--- src/rtl/clk_div_pkg.sv ---
// Shared constants and helpers for the programmable clock divider bank.
package clk_div_pkg;

    localparam logic        MODE_TOGGLE = 1'b0;
    localparam logic        MODE_PULSE  = 1'b1;
    localparam logic [31:0] DEFAULT_DIV = 32'd5000000;

    // Channel index width, never narrower than one bit.
    function automatic int chan_idx_width(input int channels);
        return (channels > 1) ? $clog2(channels) : 1;
    endfunction

endpackage

--- src/rtl/clk_div_chan.sv ---
// One divider channel: period counter, active and pending divisor/mode,
// and registered divided-clock / tick outputs.
module clk_div_chan
    import clk_div_pkg::*;
#(
    parameter int               WIDTH       = 32,
    parameter logic [WIDTH-1:0] DEFAULT_DIV = WIDTH'(clk_div_pkg::DEFAULT_DIV)
)(
    input  logic             iClk,
    input  logic             nRst,
    input  logic             iWr,
    input  logic [WIDTH-1:0] iWrDiv,
    input  logic             iWrMode,
    input  logic             iEn,
    input  logic             iSync,
    output logic             oClk,
    output logic             oTick,
    output logic             oPending
);

    logic [WIDTH-1:0] countReg;
    logic [WIDTH-1:0] actDivReg;
    logic [WIDTH-1:0] pendDivReg;
    logic             actModeReg;
    logic             pendModeReg;
    logic             pendReg;
    logic             clkReg;
    logic             tickReg;

    logic [WIDTH-1:0] countInc;
    logic             halted;
    logic             isEvent;
    logic             doApply;

    assign countInc = countReg + WIDTH'(1);
    assign halted   = iSync || !iEn || (actDivReg == '0);
    assign isEvent  = !halted && (countInc == actDivReg);
    // Pending values only move to active at a period boundary or while idle,
    // so a divisor change never produces a short or long period.
    assign doApply  = pendReg && (halted || isEvent);

    always_ff @(posedge iClk or negedge nRst) begin
        if (!nRst) begin
            countReg    <= '0;
            actDivReg   <= DEFAULT_DIV;
            pendDivReg  <= '0;
            actModeReg  <= MODE_TOGGLE;
            pendModeReg <= MODE_TOGGLE;
            pendReg     <= 1'b0;
            clkReg      <= 1'b0;
            tickReg     <= 1'b0;
        end else begin
            if (halted) begin
                countReg <= '0;
                clkReg   <= 1'b0;
                tickReg  <= 1'b0;
            end else if (isEvent) begin
                countReg <= '0;
                tickReg  <= 1'b1;
                clkReg   <= (actModeReg == MODE_PULSE) ? 1'b1 : ~clkReg;
            end else begin
                countReg <= countInc;
                tickReg  <= 1'b0;
                if (actModeReg == MODE_PULSE) begin
                    clkReg <= 1'b0;
                end
            end

            if (doApply) begin
                actDivReg  <= pendDivReg;
                actModeReg <= pendModeReg;
            end

            // A write on the apply edge stays pending; the apply used the old slot.
            if (iWr) begin
                pendDivReg  <= iWrDiv;
                pendModeReg <= iWrMode;
                pendReg     <= 1'b1;
            end else if (doApply) begin
                pendReg <= 1'b0;
            end
        end
    end

    assign oClk     = clkReg;
    assign oTick    = tickReg;
    assign oPending = pendReg;

endmodule

--- src/rtl/clk_div_bank.sv ---
// Bank of independent runtime-programmable clock dividers sharing one
// write port and a global phase-align strobe.
module clk_div_bank
    import clk_div_pkg::*;
#(
    parameter int               CHANNELS    = 4,
    parameter int               WIDTH       = 32,
    parameter logic [WIDTH-1:0] DEFAULT_DIV = WIDTH'(clk_div_pkg::DEFAULT_DIV),
    localparam int              CW          = chan_idx_width(CHANNELS)
)(
    input  logic                iClk,
    input  logic                nRst,
    input  logic                iWrEn,
    input  logic [CW-1:0]       iWrChan,
    input  logic [WIDTH-1:0]    iWrDiv,
    input  logic                iWrMode,
    input  logic [CHANNELS-1:0] iEn,
    input  logic                iSync,
    output logic [CHANNELS-1:0] oClk,
    output logic [CHANNELS-1:0] oTick,
    output logic [CHANNELS-1:0] oPending
);

    logic [CHANNELS-1:0] wrHit;

    // Out-of-range channel indices match no strobe and are dropped.
    generate
        for (genvar gi = 0; gi < CHANNELS; gi++) begin : g_chan
            assign wrHit[gi] = iWrEn && (iWrChan == CW'(gi));

            clk_div_chan #(
                .WIDTH       (WIDTH),
                .DEFAULT_DIV (DEFAULT_DIV)
            ) u_chan (
                .iClk     (iClk),
                .nRst     (nRst),
                .iWr      (wrHit[gi]),
                .iWrDiv   (iWrDiv),
                .iWrMode  (iWrMode),
                .iEn      (iEn[gi]),
                .iSync    (iSync),
                .oClk     (oClk[gi]),
                .oTick    (oTick[gi]),
                .oPending (oPending[gi])
            );
        end
    endgenerate

endmodule

--- config.mk ---
export PLATFORM = sky130hd
export DESIGN_NAME = clk_div_bank
export DESIGN_NICKNAME = d
export VERILOG_FILES = /design/src/rtl/clk_div_pkg.sv /design/src/rtl/clk_div_chan.sv /design/src/rtl/clk_div_bank.sv
export SDC_FILE = /design/constraint.sdc
export NUM_CORES = 1
export LEC_CHECK = 0
export BUFFER_PORTS_ARGS = -buffer_cell sky130_fd_sc_hd__buf_4
export CAP_MARGIN = 20
export CELL_PAD_IN_SITES_DETAIL_PLACEMENT = 2
export CELL_PAD_IN_SITES_GLOBAL_PLACEMENT = 2
export CORE_ASPECT_RATIO = 0.6
export CORE_MARGIN = 2
export CORE_UTILIZATION = 46
export CTS_CLUSTER_SIZE = 25
export DETAILED_ROUTE_END_ITERATION = 10
export GPL_ROUTABILITY_DRIVEN = 0
export GPL_TIMING_DRIVEN = 0
export PLACE_DENSITY = 0.93
export REMOVE_ABC_BUFFERS = 1
export SLEW_MARGIN = 20
export SYNTH_ARGS = -nofsm -noshare
export SYNTH_HDL_FRONTEND = slang
export SYNTH_SLANG_ARGS = --single-unit
--- constraint.sdc ---
create_clock -name iClk -period 10.4 [get_ports iClk]
set_clock_uncertainty 0.05 [all_clocks]
set_input_delay 1.04 -clock iClk [delete_from_list [all_inputs] [get_ports iClk]]
set_output_delay 1.04 -clock iClk [all_outputs]
set_load 0.01 [all_outputs]
== Word-level counts from Yosys, hierarchy flattened ==
Index checks and enable logic that the tools add are counted.

* Output and inout port bits: 12
* Flip-flop bits (word level): 404
* Logic and storage cells: 132
* Input bits: 43

* Add/subtract/negate cells: 4
* Mux-type cells: 40
* Equal/unequal tests: 7
* Reduce and logical (&&, ||, !) cells: 45
* Bitwise operators: 4

{| class="wikitable"
|+ Operator list
! cell !! number
|-
| two-way mux 32 bit || 8
|-
| adder 32 x 1 -> 32 bit (second input constant) || 4
|-
| equality test 32 bit || 4
|-
| logical NOT 32 bit || 4
|-
| two-way mux 1 bit || 32
|-
| logical AND 1 bit || 12
|-
| logical OR 1 bit || 12
|-
| nonzero test 3 bit || 4
|-
| logical NOT 1 bit || 8
|-
| nonzero test 2 bit || 4
|-
| equality test 2 bit (second input constant) || 2
|-
| inverter 1 bit || 4
|-
| equality test 2 x 1 -> 1 bit (second input constant) || 1
|-
| logical NOT 2 bit || 1
|}

== Depth between registers and ports, before layout ==
Gate-level depths: netlist of the first run.

* Depth in word-level cells: 9
* Depth in mapped cells: 14

== Cells and area by module ==
Synthesis of the first run repeated with hierarchy kept, for this count alone.

* Cells, all modules: 2084
* Area total of the unflattened synthesis: 22205.0 sq um

{| class="wikitable"
|+ Modules (own cells, without submodules)
! module !! cells an instance !! seq. area each (sq um) !! times used !! area an instance (sq um)
|-
| clk_div_chan at g_chan[1].u_chan ... || 441 || 2537.4 || 3 || 5167.5
|-
| clk_div_chan at g_chan[0].u_chan || 757 || 2537.4 || 1 || 6665.1
|-
| clk_div_bank || 4 || 0.0 || 1 || 37.5
|}

== Worst setup path after synthesis of the first run ==
Ideal clock, no wire load.

* Kind: register to register
* Start: reg g_chan[1].u_chan.countReg[0]
* End: reg g_chan[1].u_chan.actDivReg[10]
* Arrival: 3530 ps
* Buffers on the path: 1
* Required time: 10225 ps
* Setup time: 125 ps
* Stages on the path, launching flop included: 12
* Path slack: 6695 ps
* Clock period less this slack: 3705 ps
* Cells stage by stage: dfrtp_1 > ha_1 > nand4_2 > nor4_2 > xnor2_1 > xor2_1 > or4bb_1 > or4_1 > o21ai_4 > nand2_4 > buf_6 > mux2_4

* Cells in the longest elaborated chain, start to end: 5

{| class="wikitable"
|+ Ends and longest elaborated chain
! element !! RTL line !! source
|-
| start, declared || clk_div_chan.sv:21 || <nowiki>logic [WIDTH-1:0] countReg;</nowiki>
|-
| start signal, assigned || clk_div_chan.sv:62 || <nowiki>countReg <= countInc;</nowiki>
|-
| adder 32 x 1 -> 32 bit || clk_div_chan.sv:35 || <nowiki>assign countInc = countReg + WIDTH'(1);</nowiki>
|-
| equality test 32 bit || clk_div_chan.sv:37 || <nowiki>assign isEvent = !halted && (countInc == actDivReg);</nowiki>
|-
| logical AND 1 bit || clk_div_chan.sv:37 ||
|-
| logical OR 1 bit || clk_div_chan.sv:40 || <nowiki>assign doApply = pendReg && (halted || isEvent);</nowiki>
|-
| logical AND 1 bit || clk_div_chan.sv:40 ||
|-
| end signal, assigned || clk_div_chan.sv:70 || <nowiki>actDivReg <= pendDivReg;</nowiki>
|-
| end, declared || clk_div_chan.sv:22 || <nowiki>logic [WIDTH-1:0] actDivReg;</nowiki>
|}

No other way between the ends.
A chain may end at the register's enable or synchronous reset.

== Worst setup path in the final report of the first run ==
* Start: reg g_chan[1].u_chan.countReg[5]
* End: reg g_chan[1].u_chan.actDivReg[0]

Same word-level chain as after synthesis.

==> key figures, run 1 <==
Status
  • Status: finished, final reports clean

Power
  • Leak: about 9.5 nW
  • Total power: a little under 0.005 W
  • Peak VDD IR: between 0.0001 and 0.00015 V
  • Power density of the placed cells: 206 nW/µm²

Routing
  • Post-route DRC: 0
  • Routed vias: ~18000
  • Aggregate routed wire length: ~85000 µm
  • DR iter-0 viols: 1926
  • WL met2: ~40000 µm
  • DR vias/cell: between 6 and 7
  • Antenna viol nets, final: 0
  • Top Metal Used: met5
  • First-pass DRT Iterations: 6
  • Met1 Wirelength: 34500 µm
  • WL met3: around 6500 µm
  • Wirelength per Cell: roughly 32 µm

Placement
  • DP HPWL: around 60000 µm
  • IO buf count: 54

Clock tree
  • TritonCTS clock tree: built
  • H-tree depth: 2
  • Setup bufs post-CTS: 0
  • CTS Hold Bufs: 0
  • CTS Buf Count: 40
  • Resized Gates After CTS: 0
  • Clock Latency Late Sink: 560 ps
  • Longest Clk Path Bufs: 3
  • Clock sinks: around 400
  • CTS clk-pin slew, worst paths: ~60 ps
  • Clock Tree Root: clkbuf_16

Yosys
  • Netlist cell types: between 90 and 100
  • Cell with the most instances after synthesis: dfrtp_1
  • Post-synth ARST share: 100%
  • Register area share after synthesis: 46.9%
  • Cell Area, Synth: 21600 µm²
  • Post-synth EDFFs: 0
  • Post-synth top flop: dfrtp_1
  • Area leader, netlist: dfrtp_1
  • Avg Inst Size Synth: 11.0 µm²
  • Synth top area share: ~43%
  • Syn. warnings: 0
  • Cell count after synthesis: ~2000
  • Synth cell count leaders: dfrtp_1, nor2_1, xnor2_1, mux2_2, mux2_1
  • Synth Register Bits: just over 400
  • Synth top area cells: dfrtp_1, mux2_2, xnor2_1

Floorplan
  • Starting Density: between 40% and 50%
  • I/O Pins: 55
  • Die Height: 172 µm
  • Die area: around 49000 µm²
  • Core area: 46300 µm²
  • Horiz. Die Dim: between 200 and 300 µm
  • Site Rows: slightly above 60

Timing
  • Final worst-path cycle share: 61.4%
  • Max Fclk: roughly 160 MHz
  • Fin. max-slew vios: 0
  • Setup TNS: 0 ps
  • # setup viols final: 0
  • WHS: 275 ps
  • Hold Vio Cnt, Final: 0
  • Least-Margin Pin Slew: roughly 1200 ps
  • RSZ-0062 raised after global routing: false
  • Min Tclk post-route: about 6400 ps
  • Max_slew headroom: ~22%

Finish
  • Multi-input gate area: roughly 11000 µm²
  • Final Net Count: slightly above 2000
  • Utilization after layout: between 50% and 60%
  • Layout cell share with drive strength beyond 1: between 10% and 20%
  • Diode count: 0
  • Storage cell area: between 10000 and 15000 µm²
  • Number of fill cells: ~4500
  • Synth-to-Final Area Change: 10.7%

Critical path
  • R2r setup slk: between 4000 and 5000 ps
  • CP Capture Type: flip-flop
  • WS Path Type: reg2reg
  • Worst EP required: about 11000 ps
  • Crit Reg-Reg Startpoint: g_chan[1].u_chan.countReg[5]$_DFF_PN0_
  • R2r worst-path depth: 9
  • Worst Setup Start Kind: flip-flop
  • Worst-path fanout max: 33
  • Worst EP arrival: between 6000 and 7000 ps
  • Worst r2r dst: g_chan[1].u_chan.actDivReg[0]$_DFFE_PN0P_

GRT
  • Initial antenna violation count: 12
  • First-pass GRT wire length: ~130000 µm
  • GRT Util Overall: about a third
  • Largest net degree at the start of global routing: between 100 and 150
  • Vias in the first global route: ~19000
  • Grt total ovfl: 0

Run
  • Max Cap Violations: 0

Min path
  • Hold Path Class: in2async
==> worst max-delay path, cell delays in order, from the launching register on <==
cell	delay [ps]
dfrtp_1	580
nand4_1	690
nor4_2	1020
xnor2_1	260
xor2_1	340
or4bb_1	540
or4_1	640
o21ai_4	940
nand2_4	640
mux2_1	520
==> kinds of logic after synthesis <==
group	share of synthesized area, %
simple gates	18.3
flops	46.9
mux	14.9
xor+xnor	9.99
compound gates	6.39
buf+inv	3.24
fa+ha+maj	0.231
==> flip-flops by register name, indices dropped and copies added, names as in the netlist <==
name and count:
g_chan.u_chan.pendModeReg 4, g_chan.u_chan.actModeReg 4, g_chan.u_chan.countReg 128, g_chan.u_chan.oPending 4, g_chan.u_chan.actDivReg 128, g_chan.u_chan.oClk 4, g_chan.u_chan.pendDivReg 128, g_chan.u_chan.oTick 4
==> power by group <==
part / internal [W] / switching, W / total, W
Combinational: 0.000519 / 0.000558 / 0.00108
Clock: 0.000861 / 0.000675 / 0.00154
Sequential: 0.00190 / 0.000417 / 0.00232
==> placed cells by master (no fill, tap or decap), drive strengths merged, types with 6 or more instances in the layout <==
cell / synthesis / layout
and4: 29 / 29
nand2b: 24 / 24
nor3: 39 / 39
or2: 7 / 7
a21oi: 18 / 18
mux2i: 11 / 11
nor2b: 12 / 12
xnor3: 9 / 9
or4: 10 / 10
a31oi: 7 / 7
nor3b: 10 / 10
nand2: 83 / 83
xor2: 71 / 71
a31o: 6 / 6
a311oi: 9 / 9
a211oi: 10 / 10
clkinv: 1 / 7
xnor2: 147 / 147
inv: 34 / 34
o2111ai: 9 / 9
mux2: 266 / 266
nand4: 69 / 69
and3: 33 / 33
and2: 11 / 11
nand3b: 6 / 6
clkbuf: 44 / 63
dfstp: 32 / 32
or3: 8 / 8
nand3: 80 / 80
a2111oi: 9 / 9
buf: 63 / 74
nor4: 84 / 84
nor2: 202 / 202
o211ai: 6 / 6
o21ai: 32 / 32
o22ai: 8 / 8
dfrtp: 372 / 372
==> how the worst max path moves through the flow <==
stage | start | endpoint | cells after the start
after global placement | g_chan[0].u_chan.countReg[8]$_DFF_PN0_ | g_chan[0].u_chan.actDivReg[24]$_DFFE_PN0P_ | 9
final | g_chan[1].u_chan.countReg[5]$_DFF_PN0_ | g_chan[1].u_chan.actDivReg[0]$_DFFE_PN0P_ | 9
after detailed placement | g_chan[1].u_chan.countReg[5]$_DFF_PN0_ | g_chan[1].u_chan.actDivReg[0]$_DFFE_PN0P_ | 9
after floorplan | g_chan[0].u_chan.countReg[8]$_DFF_PN0_ | g_chan[0].u_chan.actDivReg[10]$_DFFE_PN0P_ | 9
after CTS | g_chan[1].u_chan.countReg[5]$_DFF_PN0_ | g_chan[1].u_chan.actDivReg[31]$_DFFE_PN0P_ | 9
after global routing | g_chan[1].u_chan.countReg[5]$_DFF_PN0_ | g_chan[1].u_chan.actDivReg[0]$_DFFE_PN0P_ | 9
==> layout make-up <==
type / instances / share of cell area [%]
sequential: 404 / 42.4
inverter: 35 / 0.549
timing repair buffer: 75 / 3.08
clock buffer: 62 / 5.12
clock inverter: 10 / 0.439
tap: 630 / 3.29
multi-input combinational: 1420 / 45.1
==> metal layers <==
layer / GRT usage [%] / vias to the layer above
met4: 14.5 / 8
met1: 45.2 / 9275
met2: 58.3 / 884
met3: 6.58 / 264
met5: 0 / -
li1: - / 7127
==> through the flow <==
step	instances	area (µm²)	worst slack, ps
floorplan	1859	21100	5210
global placement	2543	22200	2820
detailed placement	2563	22600	4380
CTS	2635	23900	4270
global route	2636	23900	3990
finish	2636	23900	4020
(Power assumes the default switching activity.)
==> run 2: changes to the inputs <==
Settings changed: ABC_AREA set to 1, CORE_UTILIZATION 46 to 33, PLACE_DENSITY 0.93 to 0.84.
Clock period 10.4 ns to 5.45 ns, I/O delays scaled along.
==> run 2 against run 1 <==
Clock power is 100% higher; hold slack gained 61 ps; critical path depth increased by 6; first-iteration DRC count shrank 16%; sequential power up 71%; total power grew 74%; routed wire length rose by 8.1%; worst setup slack worse by 3200 ps; combinational power grew 43%; count of clock-buffer cells in the layout is 9 lower; flip-flop and latch count unchanged; largest cell class unchanged.
==> key figures, run 2 <==
Placement
  • DP HPWL: between 60000 and 70000 µm
  • Placed Instances: ~4000
  • IO buf count: 54
  • Pre-CTS WS: 1020 ps

Clock tree
  • TritonCTS clock tree: built
  • Clock Latency Late Sink: roughly 600 ps
  • H-tree depth: 2
  • Resized Gates After CTS: 0
  • Clock sinks: between 400 and 500
  • Clock Tree Root: clkbuf_16
  • CTS Buf Count: 43
  • Longest Clk Path Bufs: 3
  • CTS clk-pin slew, worst paths: 70 ps

Yosys
  • Compound-Gate Fraction of Synth Area: 4.89%
  • Cell Area, Synth: ~22000 µm²
  • Cell count after synthesis: around 3200
  • Synth Register Bits: about 400
  • Cell with the most instances after synthesis: nand2_1
  • Simple-Gate Fraction of Synth Area: just over 40%
  • Mux cell area share after synthesis: 0%
  • Synth cell count leaders: nand2_1, dfrtp_1, nand3_1, nor2_1, inv_1
  • Synth top area share: a little over two fifths
  • Post-synth ARST share: 100%
  • Post-synth EDFFs: 0
  • Netlist cell types: 32
  • Area leader, netlist: dfrtp_1
  • Main combinational cell family by area after synthesis: simple AND/OR/NAND/NOR gates
  • Synth top area cells: dfrtp_1, nand2_1, nand3_1
  • Adder-Cell Fraction of Synth Area: less than 1%
  • Avg Inst Size Synth: 7.09 µm²
  • Post-synth top flop: dfrtp_1
  • Post-Synth XOR/XNOR Area: less than 1%
  • Register area share after synthesis: 45.4%
  • Syn. warnings: 0

Critical path
  • Worst-path fanout max: 66
  • CP most frequent cell: nand2_1
  • Worst EP required: about 5800 ps
  • CP Cell Sequence: nand2_1 -> nor2_2 -> nand3_1 -> nand2_1 -> nand2_1 -> nand2_1 -> nand3_1 -> nor2_1 -> nand3_1 -> nor2_1 -> nand3_2 -> nand2_4 -> nand2_2 -> nand2_1 -> nand2_1
  • CP Capture Type: flip-flop
  • Worst EP arrival: around 5000 ps
  • Crit path buf inv count: 0
  • Worst Setup Start Kind: flip-flop
  • CP max-delay cell: nand2_4
  • WS Path Type: reg2reg
  • Top delay family on crit path: simple AND/OR/NAND/NOR gates
  • Slowest cell delay on critical path: approximately 660 ps
  • R2r setup slk: ~830 ps

Power
  • Clk network pwr share: between 30% and 40%
  • Power density of the placed cells: between 300 and 400 nW/µm²
  • Logic pwr share: between 10% and 20%
  • Pint: around 0.0057 W
  • Leak: about 12 nW
  • Sw Ratio: 34.2%
  • Part of the power in registers: a little under half
  • P_sw: between 0.002 and 0.003 W
  • Peak VDD IR: 0.000174 V

Timing
  • Setup TNS: 0 ps
  • Min Tclk post-route: 4620 ps
  • Hold Vio Cnt, Final: 0
  • Least-Margin Pin Slew: slightly below 900 ps
  • RSZ-0062 raised after global routing: false
  • Setup ws final: ~830 ps
  • Max Fclk: between 200 and 250 MHz
  • Max_slew headroom: 40.9%
  • Final worst-path cycle share: between 80 and 90%
  • WHS: around 340 ps
  • Fin. max-slew vios: 0
  • # setup viols final: 0

Status
  • Status: finished, final reports clean

GRT
  • GRT Util Overall: a little over a quarter
  • Vias in the first global route: 24400
  • First-pass GRT wire length: about 140000 µm
  • Largest net degree at the start of global routing: 96
  • Grt total ovfl: 0
  • Initial antenna violation count: 18

Routing
  • Aggregate routed wire length: roughly 92000 µm
  • Routed vias: 22200
  • First-pass DRT Iterations: 5
  • DR iter-0 viols: around 1600
  • Antenna viol nets, final: 0
  • DR vias/cell: around 5.4
  • Wirelength per Cell: between 20 and 25 µm
  • Post-route DRC: 0

Finish
  • Commonest cells after routing, fill and taps aside: nand2_1, dfrtp_1, nand3_1
  • Final Net Count: ~3200
  • Synth-to-Final Area Change: 11.7%
  • Post-route insts no fill: 4094
  • Regs by FF count: g_chan.u_chan.actDivReg (128), g_chan.u_chan.countReg (128), g_chan.u_chan.pendDivReg (128)
  • Commonest non-fill, non-tap cell in the layout: nand2_1
  • Layout cell share with drive strength beyond 1: between 8 and 9%

Floorplan
  • Site Rows: 73
  • I/O Pins: 55
  • Starting Density: around a third
  • Core area: between 60000 and 70000 µm²
  • Die Height: ~200 µm
  • Die area: around 70000 µm²
  • Horiz. Die Dim: between 300 and 400 µm

Min path
  • Hold Path Class: in2reg

Run
  • Max Cap Violations: 0
run 2: worst paths after layout:
path                                                                to                                       start  cells past startpoint
max in group asynchronous   g_chan[1].u_chan.actDivReg[18]$_DFFE_PN1P_                                        nRst                      5
max reg2reg                 g_chan[3].u_chan.actDivReg[13]$_DFFE_PN0P_      g_chan[3].u_chan.countReg[2]$_DFF_PN0_                     15
min in group asynchronous       g_chan[2].u_chan.countReg[1]$_DFF_PN0_                                        nRst                      2
max                         g_chan[3].u_chan.actDivReg[13]$_DFFE_PN0P_      g_chan[3].u_chan.countReg[2]$_DFF_PN0_                     15
min                        g_chan[0].u_chan.pendDivReg[22]$_DFFE_PN0P_                                  iWrDiv[22]                      3
min reg2reg                 g_chan[0].u_chan.pendDivReg[2]$_DFFE_PN0P_  g_chan[0].u_chan.pendDivReg[2]$_DFFE_PN0P_                      2
run 2: cells by family (layout without fill, tap and decap cells):
logic type	Yosys count	in the layout
other	0	2
DFF	404	404
buffers and inverters	394	435
and+or+nand+nor	2109	2109
AOI/OAI and AO/OA	216	216
xor gates and xnor gates	24	24
adders and majority gates	4	4
run 2: worst register-to-register path, delay by kind of cell (launching register included):
kind	cells	cell delay, ps
and+or+nand+nor	15	3990
DFF	1	450
run 2: what timing repair did:
item / in CTS / in global routing
hold buffers: 1 / 0
endpoints found under the hold margin: 73 / 0
buffers inserted: 0 / 0
run 2: power by group through the flow:
stage                     Combinational (W)  Sequential, W  Clock (W)
after floorplan                    0.000961        0.00376          0
after global placement              0.00136        0.00396          0
after detailed placement            0.00150        0.00400          0
after CTS                           0.00154        0.00396    0.00315
after global routing                0.00174        0.00401    0.00326
final                               0.00154        0.00396    0.00309
run 2: metal layers:
layer	track usage [%]	part of all wire (%)	vias to the layer above
met5	0	0.049	-
met4	5.69	2.0	6
met3	5.16	6.8	128
met1	37.0	47	11400
li1	-	-	10000
met2	42.1	45	574
run 2: cell type report:
| cell class | count | area [µm²] |
|---|---|---|
| timing repair buffer | 62 | 616 |
| antenna | 2 | 5.00 |
| sequential | 404 | 10200 |
| clock inverter | 24 | 253 |
| multi-input combinational | 2353 | 10600 |
| tap | 900 | 1130 |
| inverter | 296 | 1110 |
| fill | 7855 | 41600 |
| clock buffer | 53 | 1130 |
run 2: metrics by stage:
step                      total power, W  utilization [%]  cell area [µm²]
after global routing             0.00901             37.5            25000
after global placement           0.00533             35.0            23300
after CTS                        0.00865             37.5            25000
after detailed placement         0.00550             35.4            23600
final                            0.00859             37.5            25000
after floorplan                  0.00472                -            21800
==> run 3: changes to the inputs <==
Clock period 5.45 ns to 3.96 ns, I/O delays scaled along.
==> run 3 against run 2 <==
Die area stayed put; sequential power up 38%; first-iteration DRC count increased by 5.3%; via count fell by 0.23%; clock power is 38% higher; cell count is essentially flat; utilization increased by 0.24 points; global-route usage about the same; largest cell class unchanged; design area up 0.64%.
==> key figures, run 3 (synthesized netlist as in run 2, its figures left out) <==
Routing
  • Routed vias: about 22000
  • Antenna viol nets, final: 0
  • Aggregate routed wire length: just over 90000 µm
  • Wirelength per Cell: approximately 23 µm
  • DR vias/cell: 5.39
  • Post-route DRC: 0
  • DR iter-0 viols: roughly 1700
  • First-pass DRT Iterations: 5

Finish
  • Commonest non-fill, non-tap cell in the layout: nand2_1
  • Regs by FF count: g_chan.u_chan.actDivReg (128), g_chan.u_chan.countReg (128), g_chan.u_chan.pendDivReg (128)
  • Layout cell share with drive strength beyond 1: 8.32%
  • Final Net Count: between 3000 and 4000
  • Synth-to-Final Area Change: 12.4%
  • Commonest cells after routing, fill and taps aside: nand2_1, dfrtp_1, nand3_1
  • Utilization after layout: 37.7%
  • Post-route cell area: around 25000 µm²

Placement
  • IO buf count: 54
  • Pre-CTS WS: -469 ps
  • Cell Area, Placed: 23600 µm²
  • DP HPWL: between 60000 and 70000 µm

Timing
  • Max_slew headroom: about 35%
  • Fin. max-slew vios: 0
  • # setup viols final: 0
  • Setup ws final: 261 ps
  • Final worst-path cycle share: between 90 and 100%
  • Hold Vio Cnt, Final: 0
  • Min Tclk post-route: around 3700 ps
  • Max Fclk: 270 MHz
  • WHS: between 150 and 200 ps
  • Least-Margin Pin Slew: 970 ps
  • RSZ-0062 raised after global routing: true

GRT
  • First-pass GRT wire length: about 140000 µm
  • Initial antenna violation count: 17
  • Vias in the first global route: 24400
  • Largest net degree at the start of global routing: 96
  • Grt total ovfl: 0
  • GRT Util Overall: approximately a quarter

Clock tree
  • CTS clk-pin slew, worst paths: about 70 ps
  • CTS Buf Count: 43
  • Clock sinks: between 400 and 500
  • Clock Tree Root: clkbuf_16
  • Clock Latency Late Sink: just under 600 ps
  • H-tree depth: 2
  • TritonCTS clock tree: built
  • Longest Clk Path Bufs: 3

Critical path
  • Worst Setup Start Kind: flip-flop
  • Worst EP arrival: around 4000 ps
  • WS Path Type: reg2reg
  • Worst EP required: 4370 ps
  • R2r setup slk: between 200 and 300 ps
  • Worst-path fanout max: between 50 and 60
  • CP Capture Type: flip-flop

Floorplan
  • Horiz. Die Dim: 340 µm
  • Starting Density: roughly a third
  • Site Rows: 73
  • I/O Pins: 55
  • Die area: roughly 70000 µm²
  • Core area: around 67000 µm²
  • Die Height: slightly above 200 µm

Status
  • Status: finished, final reports clean

Run
  • Max Cap Violations: 0

Power
  • Peak VDD IR: 0.000240 V
  • Leak: approximately 12 nW
  • Power density of the placed cells: 471 nW/µm²
  • Total power: 0.0118 W

Min path
  • Hold Path Class: in2reg
-- run 3: changes by cell type in the layout (fill, tap and decap cells not counted), moves of 2 or more --
cell	change
nor2_1	-3
nand2_2	-4
nor2_2	-2
nor2_4	+5
nand2_8	+6
buf_4	+2
-- run 3: cell type report --
| cell class | instances | area, µm² |
|---|---|---|
| Fill cell | 7843 | 41500 |
| Multi-Input combinational cell | 2356 | 10700 |
| Inverter | 296 | 1110 |
| Antenna cell | 1 | 2.50 |
| Tap cell | 900 | 1130 |
| Sequential cell | 404 | 10200 |
| Timing Repair Buffer | 64 | 631 |
| Clock inverter | 24 | 253 |
| Clock buffer | 53 | 1130 |
-- run 3: per-layer routing --
| layer | vias to the layer above | track usage (%) | part of all wire (%) | wire [µm] |
|---|---|---|---|---|
| met2 | 500 | 41.9 | 45 | 41100 |
| met1 | 11400 | 36.9 | 47 | 43100 |
| met4 | 6 | 6.15 | 2.1 | 1990 |
| met3 | 133 | 5.42 | 6.6 | 6130 |
| li1 | 10000 | - | - | - |
| met5 | - | 0 | 0.049 | 45 |
-- run 3: where the power goes --
group	leakage, nW	internal [W]	switching, W
logic	5.92	0.000727	0.00141
registers	5.22	0.00475	0.000710
clock network	0.669	0.00231	0.00193
total	11.8	0.00779	0.00406
-- run 3: timing repair --
action | in CTS | in global routing
cloned | 0 | 3
resized for setup | 10 | 10
hold buffers | 1 | 0
buffers inserted | 0 | 2
hold endpoints to repair | 73 | 0
pin swaps | 0 | 2
endpoints found under the setup margin | 132 | 132
-- run 3: worst max-delay path: stages (launching register included) --
cell and delay, ps:
dfrtp_1 430, ha_1 240, nand2_1 120, nor2_4 200, nand2_2 170, nor2_2 340, nand3_1 120, nand3_1 200
nand2_1 80, nor2_1 100, nand2_1 70, nor2_2 240, nand3_2 210, nand2_8 210, buf_16 280, nand2_8 220
nand2_1 150, nand2_1 70
-- run 3: stage by stage --
stage,instances,TNS [ps]
2_1_floorplan,3053,0
3_3_place_gp,4007,-825550
3_5_place_dp,4014,-36740
4_1_cts,4092,-11.6
5_1_grt,4097,-70.6
6_report,4098,0
-- run 3: worst paths after layout --
path / from / endpoint / depth (start not counted)
worst max-delay path: g_chan[1].u_chan.countReg[0]$_DFF_PN0_ / g_chan[1].u_chan.actDivReg[2]$_DFFE_PN0P_ / 17
worst min-delay path: iWrDiv[22] / g_chan[0].u_chan.pendDivReg[22]$_DFFE_PN0P_ / 3
worst max register to register: g_chan[1].u_chan.countReg[0]$_DFF_PN0_ / g_chan[1].u_chan.actDivReg[2]$_DFFE_PN0P_ / 17
worst min register to register: g_chan[0].u_chan.pendDivReg[2]$_DFFE_PN0P_ / g_chan[0].u_chan.pendDivReg[2]$_DFFE_PN0P_ / 2
max in group asynchronous: nRst / g_chan[1].u_chan.actDivReg[18]$_DFFE_PN1P_ / 5
min in group asynchronous: nRst / g_chan[2].u_chan.countReg[1]$_DFF_PN0_ / 2
